--- config.mk ---
export PLATFORM = sky130hd
export DESIGN_NAME = serial_byte_rx
export DESIGN_NICKNAME = d
export VERILOG_FILES = /design/src/rtl/serial_byte_rx.sv
export SDC_FILE = /design/constraint.sdc
export NUM_CORES = 1
export LEC_CHECK = 0
export BUFFER_PORTS_ARGS = -buffer_cell sky130_fd_sc_hd__buf_2
export CAP_MARGIN = 20
export CORE_ASPECT_RATIO = 1.5
export CORE_MARGIN = 1
export CORE_UTILIZATION = 45
export DETAILED_ROUTE_END_ITERATION = 16
export PLACE_DENSITY = 0.8
export SLEW_MARGIN = 20
export SYNTH_ARGS = -nofsm -noshare
export SYNTH_HDL_FRONTEND = slang
export SYNTH_SLANG_ARGS = --single-unit
--- constraint.sdc ---
create_clock -name clk -period 2 [get_ports clk]
set_input_delay 0.2 -clock clk [delete_from_list [all_inputs] [get_ports clk]]
set_output_delay 0.2 -clock clk [all_outputs]
set_load 0.01 [all_outputs]
--- src/rtl/serial_byte_rx.sv ---
// serial_byte_rx: strobed serial-to-parallel word receiver with sync framing,
// a single-entry holding register, and sticky overrun / sync error flags.
module serial_byte_rx #(
  parameter int WIDTH     = 8,
  parameter bit MSB_FIRST = 1'b1
) (
  input  logic             clk,
  input  logic             reset,
  input  logic             sin,
  input  logic             shift_en,
  input  logic             sync,
  output logic [WIDTH-1:0] dout,
  output logic             dout_valid,
  input  logic             dout_ack,
  output logic             overrun,
  output logic             sync_err,
  input  logic             clr_err,
  output logic             locked
);

  localparam int CW = $clog2(WIDTH);

  typedef enum logic {HUNT = 1'b0, SHIFT = 1'b1} state_t;

  state_t           state, state_nxt;
  logic [WIDTH-1:0] sreg, sreg_nxt;
  logic [CW-1:0]    cnt, cnt_nxt, idx, pos;
  logic             take, word_done, serr_set, ovr_set;

  // Next-state: pick the bit index for this strobe, insert sin, detect completion
  always_comb begin
    state_nxt = state;
    cnt_nxt   = cnt;
    sreg_nxt  = sreg;
    take      = 1'b0;
    word_done = 1'b0;
    serr_set  = 1'b0;
    idx       = '0;
    case (state)
      HUNT: begin
        if (shift_en && sync) begin
          take      = 1'b1;
          state_nxt = SHIFT;
        end
      end
      SHIFT: begin
        if (shift_en) begin
          take = 1'b1;
          // sync mid-word restarts framing; sync at a word boundary is benign
          if (sync && cnt != '0) serr_set = 1'b1;
          else                   idx      = cnt;
        end
      end
      default: state_nxt = HUNT;
    endcase
    pos = MSB_FIRST ? (CW'(WIDTH-1) - idx) : idx;
    if (take) begin
      sreg_nxt[pos] = sin;
      if (idx == CW'(WIDTH-1)) begin
        word_done = 1'b1;
        cnt_nxt   = '0;
      end else begin
        cnt_nxt = idx + CW'(1);
      end
    end
  end

  // A completed word is dropped only if the holding register is full and not being drained
  assign ovr_set = word_done && dout_valid && !dout_ack;

  // FSM, bit counter and shift register
  always_ff @(posedge clk or posedge reset) begin
    if (reset) begin
      state <= HUNT;
      cnt   <= '0;
      sreg  <= '0;
    end else begin
      state <= state_nxt;
      cnt   <= cnt_nxt;
      sreg  <= sreg_nxt;
    end
  end

  // Holding register: load on completion when free or acked this edge, else clear on ack
  always_ff @(posedge clk or posedge reset) begin
    if (reset) begin
      dout       <= '0;
      dout_valid <= 1'b0;
    end else if (word_done && (!dout_valid || dout_ack)) begin
      dout       <= sreg_nxt;
      dout_valid <= 1'b1;
    end else if (dout_ack && !word_done) begin
      dout_valid <= 1'b0;
    end
  end

  // Sticky error flags; a set on the same edge as clr_err takes priority
  always_ff @(posedge clk or posedge reset) begin
    if (reset) begin
      overrun  <= 1'b0;
      sync_err <= 1'b0;
    end else begin
      overrun  <= ovr_set  | (overrun  & ~clr_err);
      sync_err <= serr_set | (sync_err & ~clr_err);
    end
  end

  assign locked = (state == SHIFT);

endmodule

## After elaboration in Yosys (flattened, before gate mapping)

Index checks and enable logic that the tools add are counted.

| word-level totals | value |
|---|---|
| ROM bits | 0 |
| bits of input ports | 7 |
| logic and storage cells | 50 |
| bits in latches | 0 |
| bits in registers | 23 |
| memories | 0 |
| RAM bits | 0 |

| cells by class | value |
|---|---|
| equal/unequal tests | 1 |
| div/mod/pow operators | 0 |
| bitwise gates (word level) | 6 |
| add/subtract/negate cells | 2 |
| $mul | 0 |
| magnitude comparators | 2 |
| shift-type cells | 0 |
| reductions and logical operators | 13 |
| multiplexer cells | 19 |

Operators by type and width:

| cell | count |
|---|---|
| 3-bit two-way mux | 4 |
| 1-bit two-way mux | 11 |
| 8-bit bitwise mux | 1 |
| 8-bit two-way mux | 1 |
| 1-bit logical AND | 7 |
| 3-bit by 4-bit less-than comparator with 1-bit output, second input constant | 1 |
| 3-bit by 1-bit adder with 3-bit output, second input constant | 1 |
| 1-bit demux with 3-bit select | 1 |
| 3-bit equality test, second input constant | 1 |
| 3-bit by 1-bit >= comparator with 1-bit output, second input constant | 1 |
| 1-bit logical NOT | 3 |
| 3-bit nonzero test | 1 |
| 3-bit subtractor, first input constant | 1 |
| 1-bit bitwise AND | 2 |
| 1-bit inverter | 2 |
| 1-bit OR | 2 |
| 1-bit case mux with 2 select lines | 1 |
| 2-bit nonzero test | 1 |
| 1-bit logical OR | 1 |

## Depth between registers and ports, before layout

| depth | value |
|---|---|
| word-level depth | 12 |
| gate-level depth with buffers | 10 |
| gate-level depth less buffers | 7 |

## Worst setup path before layout

OpenSTA, ideal clock, no wires.

| timing | value |
|---|---|
| path type | register -> register |
| start | register state (netlist: locked) |
| end | register dout[0] |
| stages on the path, launching flop included | 11 |
| path slack | 41 ps |
| period minus slack after synthesis | 1959 ps |
| arrival time | 1877 ps |
| path through | dfrtp_1 -> buf_4 -> nand4b_1 -> inv_1 -> ha_1 -> ha_1 -> o211a_1 -> buf_6 -> and2_4 -> buf_6 -> a31oi_1 |

| between the ends | value |
|---|---|
| word-level cells in the longest chain between the ends | 8 |
| elaborated cells on any way between the ends | 15 |

Ends and longest elaborated chain:

| item | line | source |
|---|---|---|
| start, declared | 25 | `state_t state, state_nxt;` |
| start signal, assigned | 78 | `state <= state_nxt;` |
| 3-bit two-way mux | 39 | `case (state)` |
| 3-bit subtractor | 56 | `pos = MSB_FIRST ? (CW'(WIDTH-1) - idx) : idx;` |
| 3-bit by 4-bit less-than comparator with 1-bit output (not written as such) or 3-bit by 1-bit >= comparator with 1-bit output (tied branches) | 58 | `sreg_nxt[pos] = sin;` |
| 1-bit logical AND (not written as such) | 58 |  |
| 1-bit two-way mux (not written as such) | 58 |  |
| 1-bit demux with 3-bit select | 58 |  |
| 8-bit bitwise mux | 58 |  |
| 8-bit two-way mux | 57 | `if (take) begin` |
| end signal, assigned | 90 | `dout <= sreg_nxt;` |
| end, declared | 12 | `output logic [WIDTH-1:0] dout,` |

Several ways; a longest one is shown, not always the timed one.
A chain may end at the register's enable or synchronous reset.

## Final worst setup path

| timing | value |
|---|---|
| start | register state (netlist: locked) |
| end | register dout[3] |

Same word-level chain as after synthesis.

==> summary.md <==
| Metric | Value |
|---|---|
| Area leader, netlist | dfrtp_1 |
| First-pass GRT wire length | slightly below 4000 um |
| Most used cell, CP | ha_1 |
| Max incr delay on CP | 0.46 ns |
| Die width | about 43 um |
| # IOs | 19 |
| Power per cell area | 672.5 nW/um^2 |
| Detailed-router iteration count before antenna repair | 4 |
| Main synth FF type | dfrtp_1 |
| Largest net degree at the start of global routing | 24 |
| H-tree depth | 1 |
| Min-Delay Path Class | in -> async |
| Max_slew headroom | 0.4235 |
| Initial antenna violation count | 0 |
| Die footprint | roughly 2700 sq um |
| Reg2Reg Launch Point | locked |
| Final setup vio count | 0 |
| CP max FO | 9 |
| Final Hold Viols | 0 |
| ANT cells | 0 |
| Slew Limit Fails | 0 |
| CP cell instances | nand4b_1 > inv_1 > ha_1 > ha_1 > o211a_2 > and2_4 > a31oi_2 |
| Share of cells above drive strength 1 | 0.2960 |
| Final Power | 0.0008457 W |
| DP Wirelength | around 1800 um |
| Fill cells | 208 |
| Total GRT Usage | 0.1921 |
| Delay-heaviest family, CP | flip-flops |
| Initial DRC Count | 19 |
| Setup TNS | 0 ns |
| Worst path arrival time | just over 2 ns |
| Status | completed |
| Root Buffer | clkbuf_4 |
| Max-cap violations | 0 |
| Clock Pin Slew Worst Setup and Hold Paths | between 0.1 and 0.15 ns |
| FF-to-FF setup slack | 0.15 ns |
| Clk_skew | slightly above 0.006 ns |
| DRC | 0 |
| Pleak | 0.6506 nW |
| Synth async-reset ratio | 1.000 |
| Core Util, Final | 0.5438 |
| Antenna-violating nets left | 0 |
| Register area share after synthesis | 0.5088 |
| Setup crit start kind | flop |
| Commonest non-fill, non-tap cells in the layout | 22 x dfrtp_1, 18 x buf_2, 10 x nand2_1, 8 x inv_1, 8 x a21oi_1 |
| TritonCTS clock tree | done |
| RSZ-0062 raised after global routing | no |
| Yosys warns | 0 |
| Clk buf depth | 2 |
| Vias per cell | ~6 |
| Mapped Area | 1131 sq um |
| Clk_lat worst skew | 0.31 ns |
| Yosys top cell area share | 0.5088 |
| Final period util | 0.9237 |
| Crit path kind | reg -> reg |
| Worst slew pin tran | around 0.86 ns |
| Port bufs | 18 |
| # clock sinks | 23 |
| Vias in the first global route | 898 |
| Worst vdd ir | about 0.37 mV |
| Post-Syn Instances | ~110 |
| Vias | 892 |
| R2r endpoint | dout[3] |
| Wire per inst | 15.83 um |
| Core Box Area | 2312 sq um |
| Critical-path top delay cell | dfrtp_2 |
| Starting Density | 0.4892 |
| WL final | 2343 um |
| Num CTS Buffers | 3 |
| Syn Area/Cell | 10.77 sq um |
| Synth cell types | 32 |
| Top cells by area, synth | dfrtp_1 51%, o31ai_1 4.0%, a31oi_1 3.9%, a21oi_1 3.5%, nand2_1 3.3% |
| Reg2reg path depth | 7 |
| Minimum clock period after layout | 1.847 ns |
| Area growth from synthesis to layout | 11.17% |
| Number of synthesized flops with an enable pin | 0 |
| Max Freq | about 540 MHz |
| Net Count, Synth | 114 |
| GRT overflow | 0 |
| Post-layout net count | between 100 and 150 |
| Gp weighted congestion | 0.8902 |
| WP buf/inv | 1 |
| Synthesis-stage register bit count | 23 |
| Most common cell after layout, fill and taps aside | dfrtp_1 |
| Row Count | 21 |
| Die extent in y | roughly 63 um |
| Data required, critical path | ~2.2 ns |
| Crit end category | flop |
==> logic make-up after synthesis <==
| logic type | count (synthesis) | synth area share |
|---|---|---|
| adder cells (fa/ha/maj) | 2 | 0.02212 |
| multiplexers | 2 | 0.01991 |
| AND/OR/NAND/NOR | 30 | 0.1803 |
| AO/OA/AOI/OAI | 32 | 0.1847 |
| buffers and inverters | 16 | 0.08406 |
| flip-flops | 23 | 0.5088 |
==> per-layer routing <==
layer,vias to the layer above,GRT usage,wire length [um]
met4,0,0.1061,61
met2,26,0.3314,1233
met3,8,0.02579,83
li1,426,-,-
met1,432,0.2216,965
met5,-,0,0
==> report_power, final <==
group | switching, W | internal (W)
Combinational | 0.0000739 | 0.0000465
Sequential | 0.0000145 | 0.000498
Clock | 0.000135 | 0.0000780
==> flip-flops by register name, indices dropped and copies added, names as in the netlist <==
signal,count
overrun,1
cnt,3
dout_valid,1
sreg,8
dout,8
locked,1
sync_err,1
==> per-stage QoR <==
step	std cells	cell area [sq um]	hold slack, ns	worst slack (ns)
finish	148	1257	0.04472	0.1526
floorplan	105	1131	0.2019	0.04076
global placement	143	1222	0.3999	0.1387
detailed placement	143	1222	0.4054	0.06233
global route	148	1257	0.05736	0.01696
CTS	147	1249	0.06348	0.02962
==> cell type report <==
cell class	instances	area [sq um]	share of cell area
well taps	23	28.78	0.02289
flip-flops and latches	23	576.8	0.4587
multi-input cells	66	460.4	0.3662
clock buffers	4	26.28	0.02090
repair buffers	24	135.1	0.1075
inverters	8	30.03	0.02388
==> how the worst max path moves through the flow <==
| stage | start | endpoint | slack [ns] | depth (start not counted) |
|---|---|---|---|---|
| after floorplan | locked | dout[0] | 0.04 | 10 |
| after global placement | locked | dout[0] | 0.14 | 7 |
| after detailed placement | locked | dout[2] | 0.06 | 7 |
| after CTS | locked | dout[2] | 0.03 | 7 |
| after global routing | locked | dout[0] | 0.02 | 7 |
| final | locked | dout[3] | 0.15 | 7 |
==> what timing repair did <==
item / CTS / global route
hold buffers: 0 / 0
endpoints found under the setup margin: 0 / 8
setup buffers: 0 / 1
gates resized for setup: 0 / 2
==> synthesized netlist by cell type (2+ instances only) <==
master and number:
o22ai_1 2, o21ai_0 4, dfrtp_1 23, inv_1 8
nand2_1 10, nand4_1 3, a21oi_1 8, nand2b_1 4
or3_1 2, buf_6 3, o211ai_1 2, buf_4 3
a31oi_1 7, o31ai_1 6, mux2_2 2, ha_1 2
Power figures use the tool's default switching activity.
